==> config.mk <==
export PLATFORM = sky130hd
export DESIGN_NAME = id_ex_ctrl_stage
export DESIGN_NICKNAME = d
export VERILOG_FILES = /design/src/rtl/id_ex_ctrl_stage.sv
export SDC_FILE = /design/constraint.sdc
export NUM_CORES = 1
export LEC_CHECK = 0
export ABC_AREA = 1
export CORE_MARGIN = 5
export CORE_UTILIZATION = 43
export DETAILED_ROUTE_END_ITERATION = 7
export PLACE_DENSITY = 0.84
export RECOVER_POWER = 25
export SLEW_MARGIN = 20
export SYNTH_ARGS = -nofsm -noshare
export SYNTH_HDL_FRONTEND = slang
export SYNTH_SLANG_ARGS = --single-unit
==> constraint.sdc <==
create_clock -name clk -period 1.6 [get_ports clk]
set_input_delay 0.16 -clock clk [delete_from_list [all_inputs] [get_ports clk]]
set_output_delay 0.16 -clock clk [all_outputs]
set_load 0.03 [all_outputs]
==> src/rtl/id_ex_ctrl_stage.sv <==
// ID/EX control pipeline register with load-use bubble insertion, redirect flush,
// PC / IF-ID write enables and saturating stall/flush event counters.
module id_ex_ctrl_stage #(
  parameter int unsigned REG_ADDR_W = 5,
  parameter int unsigned CNT_W      = 16
) (
  input  logic                  clk,
  input  logic                  rst,
  input  logic                  id_valid,
  input  logic [1:0]            id_alu_op,
  input  logic                  id_reg_dst,
  input  logic                  id_branch,
  input  logic                  id_mem_read,
  input  logic                  id_mem_2_reg,
  input  logic                  id_mem_write,
  input  logic                  id_alu_src,
  input  logic                  id_reg_write,
  input  logic                  id_jump,
  input  logic [REG_ADDR_W-1:0] id_rs1,
  input  logic [REG_ADDR_W-1:0] id_rs2,
  input  logic [REG_ADDR_W-1:0] id_rd,
  input  logic                  hold,
  input  logic                  ex_redirect,
  output logic                  ex_valid,
  output logic [1:0]            ex_alu_op,
  output logic                  ex_reg_dst,
  output logic                  ex_branch,
  output logic                  ex_mem_read,
  output logic                  ex_mem_2_reg,
  output logic                  ex_mem_write,
  output logic                  ex_alu_src,
  output logic                  ex_reg_write,
  output logic                  ex_jump,
  output logic [REG_ADDR_W-1:0] ex_rd,
  output logic                  pc_write,
  output logic                  if_id_write,
  output logic                  if_id_flush,
  output logic [CNT_W-1:0]      stall_count,
  output logic [CNT_W-1:0]      flush_count
);

  localparam logic [CNT_W-1:0] CntMax = {CNT_W{1'b1}};

  logic                  r_valid;
  logic [9:0]            r_ctrl;
  logic [REG_ADDR_W-1:0] r_rd;
  logic [CNT_W-1:0]      r_stall_cnt;
  logic [CNT_W-1:0]      r_flush_cnt;

  logic                  w_lu;
  logic                  w_bubble;
  logic [9:0]            w_id_ctrl;

  assign w_id_ctrl = {id_alu_op, id_reg_dst, id_branch, id_mem_read, id_mem_2_reg,
                      id_mem_write, id_alu_src, id_reg_write, id_jump};

  // rs2 is compared even when the instruction has no rs2 operand; a spurious stall is harmless.
  assign w_lu = r_valid & ex_mem_read & (r_rd != '0) & id_valid &
                ((r_rd == id_rs1) | (r_rd == id_rs2));

  assign w_bubble = ex_redirect | w_lu;

  always_comb begin
    pc_write    = 1'b1;
    if_id_write = 1'b1;
    if_id_flush = 1'b0;
    if (hold) begin
      pc_write    = 1'b0;
      if_id_write = 1'b0;
    end else if (ex_redirect) begin
      if_id_flush = 1'b1;
    end else if (w_lu) begin
      pc_write    = 1'b0;
      if_id_write = 1'b0;
    end
  end

  always_ff @(posedge clk) begin
    if (rst) begin
      r_valid     <= 1'b0;
      r_ctrl      <= '0;
      r_rd        <= '0;
      r_stall_cnt <= '0;
      r_flush_cnt <= '0;
    end else if (!hold) begin
      if (w_bubble) begin
        r_valid <= 1'b0;
        r_ctrl  <= '0;
        r_rd    <= '0;
      end else begin
        r_valid <= id_valid;
        r_ctrl  <= id_valid ? w_id_ctrl : '0;
        r_rd    <= id_rd;
      end
      if (ex_redirect) begin
        if (r_flush_cnt != CntMax) r_flush_cnt <= r_flush_cnt + 1'b1;
      end else if (w_lu) begin
        if (r_stall_cnt != CntMax) r_stall_cnt <= r_stall_cnt + 1'b1;
      end
    end
  end

  assign ex_valid     = r_valid;
  assign ex_alu_op    = r_ctrl[9:8];
  assign ex_reg_dst   = r_ctrl[7];
  assign ex_branch    = r_ctrl[6];
  assign ex_mem_read  = r_ctrl[5];
  assign ex_mem_2_reg = r_ctrl[4];
  assign ex_mem_write = r_ctrl[3];
  assign ex_alu_src   = r_ctrl[2];
  assign ex_reg_write = r_ctrl[1];
  assign ex_jump      = r_ctrl[0];
  assign ex_rd        = r_rd;
  assign stall_count  = r_stall_cnt;
  assign flush_count  = r_flush_cnt;

endmodule
==> summary.txt <==
Setup path
  – Critical Path RT: 1.44 ns
  – CP Launch Type: primary input
  – CP Data Arrival Time: 1.49 ns
  – Worst-path maximum fanout: 2
  – Worst r2r src: stall_count[1]
  – RR Endpoint: stall_count[14]
  – R2R depth: 12
  – R2R Setup Slk: 0.04 ns
  – CP Capture Type: output pin
  – Critical path type: primary input to output pin

Floorplanning
  – Height of the die: 90.6 um
  – Die Wd: slightly above 90 um
  – Num rows: 29
  – Die area: 0.00822 mm^2
  – Starting Density: 44.0%
  – IO Pins: 81
  – Core area: 0.00635 mm^2

Power and ir drop
  – Peak supply drop: 371 uV
  – Clock network fraction of total power: 31.6%
  – NetSw: about 600 uW
  – Combinational cell fraction of total power: roughly 16%
  – PwrDens: ~560 mW/mm^2
  – Pint: about 1.7 mW
  – Switching part of the total: 25.7%
  – Reg power frac: 52.4%
  – Leakage dissipation: about 1.7 nW

Placed design
  – Setup WS pre-CTS: -0.442 ns
  – Inst Count DP: 618
  – Buffers on Ports: 80
  – Gpl congestion: 0.845
  – Dpl hpwl: 5.85 mm

Route
  – WL/cell: 12.6 um
  – Vias per cell: 4.95
  – Routed via count: 3113
  – 1st-pass router iterations: 4
  – Total Wirelength: 7.93 mm
  – First DRT Iteration DRCs: 119
  – ANT nets after route: 0
  – # DRC: 0

STA
  – Measured slew at the worst slew-check pin: 0.384 ns
  – Endpoints failing setup: 2
  – Clock skew: ~0.0067 ns
  – Slew headroom: 74.5%
  – Fin crit period: 1.65 ns
  – Fin. Hold Viols: 0
  – Period utilisation layout: 103%
  – RSZ-0062 raised after global routing: yes
  – Final worst slack: -0.0517 ns
  – Min Hold Slack: between 0.4 and 0.5 ns
  – Slew Limit Fails: 0
  – Achievable frequency: 605 MHz

GRT
  – Vias in the first global route: 3022
  – GR Util All Layers: 18.4%
  – First-pass GRT wire length: approximately 13 mm
  – Total global routing overflow: 0
  – Largest net degree at the start of global routing: 25
  – Initial antenna violation count: 0

Min path
  – HP Class: primary input to register
  – Hold Path Sink: ex_rd[1]
  – Worst hold start: id_rd[1]
  – Hold depth: 3

Layout
  – # fillers: 551
  – Area delta synth->final: 48.6%
  – Fin nets: 583
  – Fraction of layout instances using a drive strength above 1: 25.2%
  – Sequential Area: 1000 um^2
  – # diodes: 0
  – Footprint of the multi-input gates: between 0.0015 and 0.002 mm^2
  – Final Non-Filler Cells: between 600 and 700
  – Core Util, Final: 65.4%

CTS
  – Hold Buf Count CTS: 0
  – Root Buffer: clkbuf_8
  – Max clock buf depth: 2
  – CTS Sinks: 48
  – CTS buffer count: 5
  – TritonCTS clock tree: built
  – Clk slew on worst S/H paths: 0.08 ns
  – Clock latency on the worst-skew pair: about 0.29 ns
  – H-tree levels: 2

Logic synthesis
  – Avg Cell Area, Syn: approximately 6.4 um^2
  – Synthesized flop and latch total: between 40 and 50
  – Netlist cell types: 31
  – Cell count after synthesis: 434
  – Synthesized Nets: about 470
  – Sequential-to-total area share from yosys stat: 34.4%
  – Synth Cell Area: ~0.0028 mm^2
  – Warnings, synthesis: 0

Run status
  – Status: finished with violations
  – Failing checks: setup timing

Flow run
  – Max_cap viols: 0
## cells in the mapped netlist (all sizes together)
library cell    n  area, um^2
o21ai           5        25.0
nor3            8        61.3
dfxtp          48         961
nor2           80         328
xor2            9        78.8
nand3b          1        7.51
a21oi          30         184
a21boi          1        11.3
clkbuf          7        26.3
o21bai          1        7.51
nand2         137         537
nand3          22         125
ha              2        25.0
nand4          17         106
clkinv          1        3.75
xnor2           4        35.0
nor3b           1        7.51
buf            10        78.8
inv            50         188
## sequential cells by signal, indices dropped and copies added (netlist names)
signal,count
ex_rd,5
ex_valid,1
flush_count,16
r_ctrl,10
stall_count,16
## cells by family after synthesis
group / after synthesis / share of synthesized area (%)
compound gates: 37 / 8.14
xor+xnor: 13 / 4.07
fa+ha+maj: 2 / 0.895
buf+inv: 68 / 10.6
flops: 48 / 34.4
simple gates: 266 / 41.9
## power groups by stage
stage | Combinational (mW) | Sequential [mW] | Clock [mW]
finish | 0.373 | 1.22 | 0.737
global route | 0.404 | 1.22 | 0.818
CTS | 0.358 | 1.23 | 0.769
detailed placement | 0.358 | 1.26 | 0
global placement | 0.350 | 1.25 | 0
floorplan | 0.152 | 1.29 | 0
## layout make-up
class / count / area share [%]
Sequential cell: 48 / 24.1
Inverter: 51 / 4.67
Timing Repair Buffer: 127 / 25.9
Multi-Input combinational cell: 318 / 40.9
Tap cell: 77 / 2.32
Clock buffer: 8 / 2.17
## worst max-delay path by stage
stage | start | end | slack, ns | cells past startpoint
after global placement | id_rs2[3] | if_id_write | -0.38 | 11
after floorplan | ex_rd[1] | pc_write | -0.002 | 11
final | id_rs2[0] | if_id_write | -0.05 | 11
after detailed placement | id_rs2[0] | if_id_write | -0.44 | 11
after CTS | ex_rd[0] | if_id_write | -0.05 | 10
after global routing | ex_rd[0] | if_id_write | -0.13 | 10
## metal layers
layer	part of all wire, %	vias to the layer above	global-route usage (%)	wire length (um)
met4	1.6	0	5.83	130
li1	-	1585	-	-
met5	0	-	0	0
met1	44	1445	22.5	3460
met3	4.0	15	3.58	320
met2	51	68	32.2	4020
## critical path: stages
cell	delay, ns
clkdlybuf4s50_1	0.52
nand2_2	0.07
inv_2	0.05
nor2_2	0.03
nor2_1	0.12
nand3_1	0.11
nand2_2	0.09
nand3_2	0.08
nand2_2	0.08
inv_2	0.04
buf_6	0.13
## repair_timing
| item | 4_1_cts | 5_1_grt |
|---|---|---|
| buffers inserted | 1 | 2 |
| endpoints found under the setup margin | 28 | 45 |
| gates resized for setup | 30 | 72 |
| pin swaps | 4 | 18 |
## layout by cell type (no fill, tap or decap), types with 4 or more instances in the layout
| master | count |
|---|---|
| buf_4 | 39 |
| nand2_2 | 11 |
| buf_6 | 9 |
| dfxtp_4 | 8 |
| a21oi_1 | 19 |
| nor2_2 | 13 |
| nor3_1 | 4 |
| xnor2_1 | 4 |
| nand3_1 | 16 |
| nand3_2 | 4 |
| nand2_1 | 125 |
| dfxtp_1 | 33 |
| nor2_4 | 8 |
| clkbuf_8 | 6 |
| o21ai_0 | 5 |
| clkbuf_1 | 16 |
| nand4_1 | 17 |
| inv_2 | 11 |
| inv_1 | 39 |
| nor2_1 | 59 |
| clkdlybuf4s50_1 | 49 |
| dlygate4sd2_1 | 16 |
| dfxtp_2 | 7 |
| xor2_1 | 9 |
| a21oi_2 | 11 |
## stage by stage
step	total power, mW	area (um^2)	setup TNS [ns]
2_1_floorplan	1.44	2820	-0.00216
3_3_place_gp	1.61	3940	-4.56
3_5_place_dp	1.61	3940	-6.86
4_1_cts	2.35	4020	-0.124
5_1_grt	2.44	4160	-0.999
6_report	2.33	4160	-0.103
(Power assumes the default switching activity.)
